## src/rtl/count_enable_gen.sv

```systemverilog
// count_enable_gen: run/stop and single-step count-enable pulse generator driven by two push buttons.
// Define COUNT_ENABLE_GEN_DEBOUNCE_EN to include the key debouncers; without it the synchronized
// keys are used directly and DB_CYCLES is ignored.
module count_enable_gen #(
  parameter int unsigned DIV       = 50000000,
  parameter int unsigned DB_CYCLES = 16
) (
  input  logic        Clk,
  input  logic        Clr,
  input  logic        Key_Run,
  input  logic        Key_Step,
  output logic        En,
  output logic        Running,
  output logic [25:0] Phase
);
  typedef enum logic {STOP = 1'b0, RUN = 1'b1} state_t;
  localparam logic [25:0] PH_LAST = 26'(DIV - 1);
  if (DIV < 2 || DIV > 26'h3ff_ffff) begin : g_div_chk
    $error("count_enable_gen: DIV out of range");
  end
  if (DB_CYCLES < 1 || DB_CYCLES > 255) begin : g_db_chk
    $error("count_enable_gen: DB_CYCLES out of range");
  end
  // bit 0 is the run key, bit 1 the step key
  logic [1:0] key_s1_q, key_s2_q, filt_q, filt_d, press_q, press_d;
  state_t      state_q, state_d;
  logic [25:0] phase_q, phase_d;
  logic        en_q, en_d;
  // two-flop synchronizers, released (1) in reset
  always_ff @(posedge Clk or negedge Clr) begin
    if (!Clr) begin
      key_s1_q <= '1;
      key_s2_q <= '1;
    end else begin
      key_s1_q <= {Key_Step, Key_Run};
      key_s2_q <= key_s1_q;
    end
  end
`ifdef COUNT_ENABLE_GEN_DEBOUNCE_EN
  localparam logic [7:0] DB_LAST = 8'(DB_CYCLES - 1);
  logic [1:0][7:0] cnt_q, cnt_d;
  // filtered level flips after DB_CYCLES consecutive disagreeing cycles; any agreement restarts the run
  always_comb begin
    cnt_d  = cnt_q;
    filt_d = filt_q;
    for (int k = 0; k < 2; k++) begin
      cnt_d[k]  = (key_s2_q[k] != filt_q[k] && cnt_q[k] != DB_LAST) ? cnt_q[k] + 8'd1 : 8'd0;
      filt_d[k] = (key_s2_q[k] != filt_q[k] && cnt_q[k] == DB_LAST) ? key_s2_q[k] : filt_q[k];
    end
  end
  // debouncer state
  always_ff @(posedge Clk or negedge Clr) begin
    if (!Clr) begin
      filt_q <= '1;
      cnt_q  <= '0;
    end else begin
      filt_q <= filt_d;
      cnt_q  <= cnt_d;
    end
  end
`else
  assign filt_q = key_s2_q;
  assign filt_d = key_s1_q;
`endif
  // press events: registered 1->0 edge of the filtered level, so press_d is a one-cycle look-ahead
  assign press_d = filt_q & ~filt_d;
  // FSM next state, prescaler and enable; a run press arriving next cycle cancels a periodic En
  always_comb begin
    state_d = press_q[0] ? (state_q == RUN ? STOP : RUN) : state_q;
    phase_d = (state_q == RUN && state_d == RUN && phase_q != PH_LAST) ? phase_q + 26'd1 : '0;
    en_d    = (state_d == RUN && phase_d == PH_LAST && !press_d[0]) ||
              (state_q == STOP && press_q[1] && !press_q[0]);
  end
  // state, prescaler, enable and press registers
  always_ff @(posedge Clk or negedge Clr) begin
    if (!Clr) begin
      press_q <= '0;
      state_q <= STOP;
      phase_q <= '0;
      en_q    <= 1'b0;
    end else begin
      press_q <= press_d;
      state_q <= state_d;
      phase_q <= phase_d;
      en_q    <= en_d;
    end
  end
  assign En      = en_q;
  assign Running = (state_q == RUN);
  assign Phase   = phase_q;
endmodule

```

## config.mk

```make
export PLATFORM = sky130hd
export DESIGN_NAME = count_enable_gen
export DESIGN_NICKNAME = d
export VERILOG_FILES = /design/src/rtl/count_enable_gen.sv
export SDC_FILE = /design/constraint.sdc
export NUM_CORES = 1
export LEC_CHECK = 0
export CAP_MARGIN = 20
export CORE_ASPECT_RATIO = 2
export CORE_UTILIZATION = 44
export CTS_CLUSTER_SIZE = 40
export DETAILED_ROUTE_END_ITERATION = 12
export PLACE_DENSITY = 0.82
export SLEW_MARGIN = 20
export SYNTH_ARGS = -nofsm -noshare
export SYNTH_HDL_FRONTEND = slang
export SYNTH_SLANG_ARGS = --single-unit
```

## constraint.sdc

```tcl
create_clock -name Clk -period 2.3 [get_ports Clk]
set_clock_uncertainty 0.15 [all_clocks]
set_input_delay 0.345 -clock Clk [delete_from_list [all_inputs] [get_ports Clk]]
set_output_delay 0.345 -clock Clk [all_outputs]
set_load 0.1 [all_outputs]
```

Word-level counts from Yosys, hierarchy flattened:

Cells that the tools add are included.

* flip-flop bits (word level): 34
* logic and storage cells: 24

* add/sub/neg operators: 1
* equality and inequality tests: 2
* mux-type cells: 3
* bitwise gates (word level): 3
* reduce and logical (&&, ||, !) cells: 9

Operators with widths (count)
* $add 26x1->26 const B: 1
* $eq 26x26->1 const B: 1
* $mux 26: 1
* $ne 26x26->1 const B: 1
* $logic_and 1x1->1: 6
* $and 2x2->2: 1
* $logic_not 1->1: 2
* $mux 1: 2
* $not 2->2: 1
* $logic_or 1x1->1: 1
* $not 1->1: 1

Depth between registers and ports, before layout:

Gate-level depths: netlist (run 1).

* depth in word-level cells: 9
* depth in mapped cells: 8
* depth with buffers taken out: 8

Worst setup path after synthesis (run 1):

No wires, ideal clock.

* path type: register to register
* from: reg phase_q[0], in the netlist Phase[0]
* to: reg en_q, in the netlist En
* data arrival time: 2748 ps
* data required time: 2022 ps
* slack: -726 ps
* cell stages (with the launch flop): 9
* path buffers: 0
* cells stage by stage: dfrtp_1 > ha_1 > nand4_4 > nor4_4 > nand2_2 > or3_1 > a21oi_2 > nand4b_1 > o22ai_1

* longest elaborated chain between the ends: 7
* elaborated cells on any way between the ends: 8
* classes of those cells: 1 x add/sub; 2 x eq/ne; 1 x mux; 4 x reduce/logical

Ends and longest elaborated chain
* start, declared: RTL line 27 `logic [25:0] phase_q, phase_d;`
* start signal, assigned: RTL line 84 `phase_q <= phase_d;`
* branches (longest 2 deep; another with $add 26x1->26)
* $mux 26 (*): RTL line 70 `phase_d = (state_q == RUN && state_d == RUN && phase_q != PH_LAST) ? phase_q + 26'd1 : '0;`
* net phase_d[24]: RTL line 27
* $eq 26x26->1 (*): RTL line 71 `en_d = (state_d == RUN && phase_d == PH_LAST && !press_d[0]) ||`
* $logic_and 1x1->1 (*) (2 in series): RTL line 71
* $logic_or 1x1->1 (*): RTL line 71
* net en_d: RTL line 28 `logic en_q, en_d;`
* end signal, assigned: RTL line 85 `en_q <= en_d;`
* end, declared: RTL line 28

Mark *: on every way through the listed nets, which the timed path passes.

Final worst setup path (run 1):

* from: reg phase_q[1], in the netlist Phase[1]
* to: reg en_q, in the netlist En

Same word-level chain as after synthesis.

==> run summary, run 1 <==
The setup slack on the worst flop-to-flop path was -0.008 ns; the final period utilization was 1.00. Static timing analysis puts the maximum clock frequency at 433 MHz. For the final estimated routing congestion in global placement, the log shows 0.942. The total wire length after detailed routing is 5.12 mm, and the number of diodes added for antenna fixing is 0. For this run, the post-layout net count is 257. The clock drives 34 sinks. The fraction of the mapped netlist area in compound gates is 0.0714. The logs give 0.426 for the global-route met2 utilization and -0.00840 ns for the final setup slack of the worst path. Synthesis handed over a netlist of 193 instances. From synthesis to final layout, the design area changed by 39.8%.

The initialized floorplan defines 33 standard-cell rows. The logs give 0.0322 for the met3 track utilization from global routing and 4130 um2 for the area of the core. In this run, the number of DRC markers left after iteration 0 of detailed routing was 47. Ranked by total cell area, the synthesized netlist is headed by dfrtp_1 40%, xor2_1 6.5%, dfstp_2 5.6%. The clock buffer count from CTS is 5. Using the TritonRoute via totals, the vias-per-cell ratio works out to 5.60.

The run gives 2.32 ns as the required time of the critical path. The slowest cell on the critical path is dfrtp_4. Measured in cells, the most critical reg-to-reg path has a length of 9. The average size of a mapped cell was 9.81 um2.

Largest vdd supply drop: 0.000735 V. Input and output buffers added on the ports amount to 31. The checks that failed: setup timing. After synthesis the netlist holds a flip-flop and latch count of 34.

The worst setup path is launched from a register. The detailed router placed 1701 vias in this run. The clock root buffer was clkbuf_8. The initial cell density of the core is 0.458. Of all cell types, the one taking the most synthesized area is dfrtp_1. The transition time of the tightest slew-check pin is 0.440 ns, and the die outline height is 94.8 um.

The via count of the first global-routing pass is 1721, and the initial antenna violation count is 0. The logs give 7.96 mm for the wire length of the first global-routing pass and 35 for the largest net degree at the start of global routing. The maximum fanout along the worst path is 4, and the worst hold slack is 0.219 ns.

The endpoint of the most critical register-to-register path was En. The post-synthesis share of cell area spent on full adders, half adders and majority gates is 0.0132, and the clock tree buffer depth is 2. The worst flop-to-flop path startpoint is Phase[1].

The post-cts hold buffer count was 0; the fraction of synthesized area in multiplexers was 0.00595. Counting flops with a built-in enable in the synthesized netlist gives 0. Number of buffers and inverters on the critical path: 1. The path with the worst hold slack has its endpoint at filt_q[0]. The worst setup path is captured at a register. The worst setup path is of the reg2reg kind. Share of layout cells above drive strength 1: 0.444.

The tools report the startpoint of the most critical hold path as filt_d[0]. The cell area that synthesis handed to floorplanning was 1890 um2. The run finished, with violations left.

Clock-pin slew was measured on the worst setup and hold paths at 0.07 ns. TritonCTS built the clock tree. The width of the die came out at 48.4 um. The residual overflow from global routing is 0, and the number of pins exceeding their max-slew limit in the final report is 0. Setup repair after global routing could not meet its margin everywhere. The floorplan step defined a die boundary enclosing 4580 um2. Walking the worst path, the cells encountered are ha_4, nand4_4, nor4_4, clkbuf_16, nand2_4, or3_4, a21oi_4, nand4b_1, o22ai_2. For this design the static power due to leakage is 1.15 nW. Clock latency on the worst-skew pair, taken at its later pin, is 0.29 ns.

The share of the synthesized area in the top cell type is 0.397. The worst hold path was traced through 0 stages. The detail-routed net length per standard cell came out at 16.8 um.

During I/O placement, the number of pins put on the boundary was 32. The part of the Yosys area used for sequential elements is 0.452, and the met1 usage in global routing is 0.240. The count of final hold-check violations came out at 0. The tightest min-delay check is of the reg2reg type.

The power density over the cells is 728 nW/um2. The proportion of register bits with asynchronous set or reset after synthesis is 1.00, and the critical path arrival is 2.33 ns. In this run the remaining antenna-violating nets after routing total 0. The most crowded layer after global routing is met2. Share of synthesized cell area in and, or, nand and nor gates: 0.317.

Dominant combinational cell family by area after synthesis: simple AND/OR/NAND/NOR gates. Before antenna repair, the detailed router went through 4 iterations. Synthesis produced a netlist with a net count of 199.

The remaining design rule violation count was 0. The H-tree depth came out at 2. The number of max-cap violations is 0, and the share of the core filled with cells is 0.641. Most common flop cell mapped by yosys: dfrtp_1.

The kind of cell with the highest combined delay along the critical path is simple AND/OR/NAND/NOR gates. The final number of setup-violating endpoints was 1; the synthesis warning total was 0. The count of unique library cells instantiated by Yosys was 45; the global-route total usage across every layer was 0.231.

Detailed placement ended at an HPWL of 3.57 mm. The routed design could run at a clock period as short as 2.31 ns. The relative slew slack was 0.707; the delay of the slowest cell on the worst path was 0.43 ns.

The fraction of synthesized cell area in xor and xnor cells came out at 0.111.
[power breakdown]
part / internal (W) / leakage (nW) / switching, W / total, W
clock network: 0.000434 / 0.0683 / 0.000235 / 0.000669
registers: 0.000649 / 0.410 / 0.0000353 / 0.000684
logic: 0.000159 / 0.669 / 0.000413 / 0.000572
total: 0.00124 / 1.15 / 0.000683 / 0.00193
[synth_stat cells (2+ instances only)]
cell / instances
and4_1: 2
nand4_4: 2
o22ai_1: 3
and2_1: 2
inv_1: 4
dfstp_2: 4
and3b_1: 2
o21ai_0: 4
nand3_1: 14
xor2_1: 14
nand4_1: 9
or3_1: 2
nor3_1: 5
nand2_1: 12
nand2b_1: 2
nor3b_1: 4
ha_1: 2
nor2b_1: 2
xnor2_1: 10
nor2_1: 27
dfrtp_1: 30
and3_1: 5
nand4b_1: 2
buf_2: 4
a21oi_1: 4
clkbuf_1: 2
nor4b_1: 2
[worst max-delay path by stage]
stage / from / end / slack [ns] / depth (start not counted)
floorplan: Phase[7] / En / -0.07 / 8
global placement: Phase[10] / En / 0.02 / 7
detailed placement: Phase[10] / En / -0.03 / 7
CTS: Phase[0] / En / 0.06 / 9
global route: Phase[1] / En / -0.14 / 9
finish: Phase[1] / En / -0.008 / 9
[worst reg2reg max path, stage by stage (launching register included)]
cell	delay, ns
dfrtp_4	0.43
ha_4	0.16
nand4_4	0.09
nor4_4	0.36
clkbuf_16	0.21
nand2_4	0.05
or3_4	0.39
a21oi_4	0.14
nand4b_1	0.15
o22ai_2	0.07
[flip-flops by register name, summed over array words and instances, names as in the netlist]
signal	flops
Running	1
filt_d	2
filt_q	2
Phase	26
En	1
press_q	2
[cell usage in the layout, fill, tap and decap left out, types with 4 or more instances in the layout]
cell      synthesis  routed
buf_4             1      55
nor2_1           27      27
dfrtp_2           0      15
nand3_1          14      14
xor2_1           14      14
nand2_1          12      12
dfrtp_4           0      10
xnor2_1          10      10
nand4_1           9       9
dfrtp_1          30       5
and3_1            5       5
clkbuf_8          0       5
inv_1             4       4
nor3b_1           4       4
nor3_1            5       4
a21oi_1           4       4
dfstp_2           4       4
[cells by family after synthesis]
kind of cell | count (synthesis)
AO/OA/AOI/OAI | 18
XOR/XNOR | 24
flip-flops | 34
adder cells (fa/ha/maj) | 2
buffers and inverters | 12
AND/OR/NAND/NOR | 102
multiplexers | 1
[cell type report]
type                            instances  area [um2]
Timing Repair Buffer                   59         468
Clock inverter                          3        68.8
Multi-Input combinational cell        147        1050
Sequential cell                        34         912
Inverter                                4        15.0
Clock buffer                            5        68.8
Fill cell                             349        1480
Tap cell                               52        65.1
[stage by stage]
step / worst slack (ns) / instances / cell area, um2 / setup TNS [ns] / total power [W]
2_1_floorplan: -0.0737 / 193 / 1980 / -0.0737 / 0.00108
3_3_place_gp: 0.0246 / 289 / 2390 / 0 / 0.00125
3_5_place_dp: -0.0295 / 289 / 2390 / -0.0295 / 0.00125
4_1_cts: 0.0579 / 298 / 2550 / 0 / 0.00192
5_1_grt: -0.135 / 304 / 2650 / -0.203 / 0.00200
6_report: -0.00840 / 304 / 2650 / -0.00840 / 0.00193
[layer usage]
metal / share of wire / wire, um
met5: 0 / 0
met4: 0.048 / 248
met2: 0.55 / 2830
met1: 0.36 / 1860
met3: 0.034 / 175
[what timing repair did]
item                       4_1_cts  5_1_grt
pin swaps                        1        6
setup endpoints to repair        1        1
buffers inserted                 1        7
resized for setup                1       10
(Power assumes the default switching activity.)
==> inputs of run 2 (changes only) <==
Settings changed: CORE_UTILIZATION 44 to 35, PLACE_DENSITY 0.82 to 0.7.
==> run 2 against run 1 <==
  * The run now ends clean
  * Utilization shrank 15 points
  * Clock power shrank 37%
  * Sequential share of layout area grew 1.5 points
  * Die area grew 25%
  * Largest cell class unchanged
  * Highest routed layer unchanged
==> run summary, run 2 (synthesis results as in run 1) <==
Global-route total usage across every layer: 0.188 (-0.0430). The library cell used most frequently in the layout, excluding fill and tap cells, is buf_4. For the via count of the first global-routing pass, the log shows 1571 (-8.7%). The highest clock rate came out at 443 MHz (+2.3%). The logs give 1634 (-3.9%) for the via count and 0 (unchanged) for the post-cts hold buffer count. The logs give 4.80 mm (-6.2%) for the total wire length after detailed routing and 0 (unchanged) for the number of max-cap violations. For the final number of setup-violating endpoints, the log shows 0 (-1). Die outline height: 106 um (+12%). The run gives 0 (unchanged) as the remaining design rule violation count. The count of final hold-check violations is 0 (unchanged).

The number of buffers added on ports works out to 31 (unchanged). The required time of the critical path came out at 2.37 ns (+0.05 ns). The first-pass detailed-route iteration total was 4 (unchanged); the relative slew slack was 0.636 (-0.0710). The critical path is of the reg2reg type. The number of flip-flops in the largest register is 26 (unchanged). The wire length of the first global-routing pass was 7.69 mm (-3.3%). The largest vdd supply drop came out at 0.000944 V (+28%).

For the number of nets at the end of the flow, the log shows 251 (-2.3%). The tools report the clock root buffer as clkbuf_8. The run gives 2 (unchanged) as the clock tree buffer depth.

The logs give 0 (unchanged) for the number of pins exceeding their max-slew limit in the final report and 34 (unchanged) for the CTS sink count. STA classifies the critical path startpoint as a register. The startpoint of the most critical hold path is filt_d[0]. The maximum fanout along the worst path is 7 (+3). Final setup slack of the worst path: 0.0432 ns (+0.0516 ns). The post-layout minimum cycle time was 2.26 ns (-0.0516 ns). The detail-routed net length per standard cell is 15.8 um (-6.2%).

For the worst setup slack before clock tree synthesis, the log shows 0.00544 ns (+0.0349 ns). The logs give 0 (unchanged) for the number of diodes added for antenna fixing and 31 (-34%) for the first-iteration detailed-routing DRC count. The share of layout cells above drive strength 1 is 0.415 (-0.0298). The tools report the number of standard-cell rows in the floorplan as 37 (+12%).

The final estimated routing congestion in global placement was 0.896 (-5.0%); the synthesis-to-layout area growth was 33.9%. In this run the critical register-to-register path is launched from Phase[18]. Tracing the worst setup path back leads to its startpoint at Phase[18]. The run gives 0.00172 W (-10%) as the total chip power.

The initial cell density of the core came out at 0.365 (-0.0934). The largest net degree at the start of global routing is 35 (unchanged), and the transition time of the tightest slew-check pin is 0.542 ns (+0.102 ns). For the post-route antenna net violation count, the log shows 0 (unchanged).

The flow ran to the end, and the final reports show no timing, DRC or antenna violations. Per-cell via count in the routed design: 5.38 (-3.9%). TritonCTS built the clock tree. The critical path arrival was 2.32 ns (about the same); the area of the core was 5180 um2 (+26%). The residual overflow from global routing is 0 (unchanged). The initial antenna violation count came out at 0 (unchanged). STA classifies the critical path endpoint as a register. The final period utilization is 0.981 (-0.0224), and the number of fill cells in the layout is 507 (+45%). H-tree depth: 2 (unchanged). The count of boundary I/O pins was 32 (unchanged). The power density over the cells is 680 nW/um2 (-6.5%). The tools report the static leakage as 1.07 nW (-6.7%). In the layout the commonest cells are 48 x buf_4, 27 x nor2_1, 15 x dfrtp_2.

Total half-perimeter wirelength after legalization and detailed placement: 3.59 mm (+0.58%). Type of the most critical hold path: reg2reg. Area enclosed by the die boundary: 5720 um2 (+25%).

The width of the die was 54.0 um (+12%); the clock latency on the worst-skew pair was 0.29 ns (about the same). The run gives 5 (unchanged) as the clock buffer count from CTS. The clock-pin slew on the worst setup and hold paths came out at 0.08 ns (about the same).
## run 2: layer usage
metal  wire length (um)  track usage  vias up
li1                   -            -      789
met1               1790        0.208      784
met2               2620        0.314       42
met3                145       0.0343       19
met4                244        0.114        0
met5                  0            0        -
## run 2: final cells by class
class	instances	area (um2)	area share
sequential	34	912	0.360
multi-input combinational	147	1030	0.407
clock buffer	6	72.6	0.0286
timing repair buffer	53	422	0.166
inverter	4	15.0	0.00592
tap	58	72.6	0.0286
clock inverter	2	10.0	0.00395
## run 2: timing repair
action / in CTS / in global routing
endpoints found under the setup margin: 0 / 1
resized for setup: 0 / 7
setup buffers: 0 / 9
## run 2: worst paths after layout
path / to / slack (ns) / depth (start not counted)
min in group asynchronous: Phase[18] / 0.31 / 2
setup / recovery: En / 0.04 / 7
hold / removal: filt_q[0] / 0.22 / 0
hold reg to reg: filt_q[0] / 0.22 / 0
max in group asynchronous: filt_d[1] / 1.34 / 2
setup reg to reg: En / 0.04 / 7
## run 2: per-stage QoR
stage                     instances  area (um2)  setup TNS [ns]  utilization  hold slack [ns]
after floorplan                 193        1980         -0.0737            -           -0.101
after global placement          287        2340               0        0.451            0.207
after detailed placement        287        2340               0        0.451            0.208
after CTS                       295        2420               0        0.467            0.219
after global routing            304        2530         -0.0288        0.489            0.224
final                           304        2530               0        0.489            0.216
## run 2: critical path: stages, from the launching register on
cell      delay, ns
dfrtp_2        0.45
nor3b_1        0.37
nand4b_1       0.22
o41ai_4        0.41
buf_6          0.18
a21oi_2        0.05
nand4b_1       0.20
o22ai_1        0.15
## run 2: power by group
part	switching (W)	leakage [nW]	total [W]	internal, W
Sequential	0.0000442	0.410	0.000694	0.000650
Clock	0.000214	0.0450	0.000423	0.000210
Combinational	0.000406	0.616	0.000608	0.000202
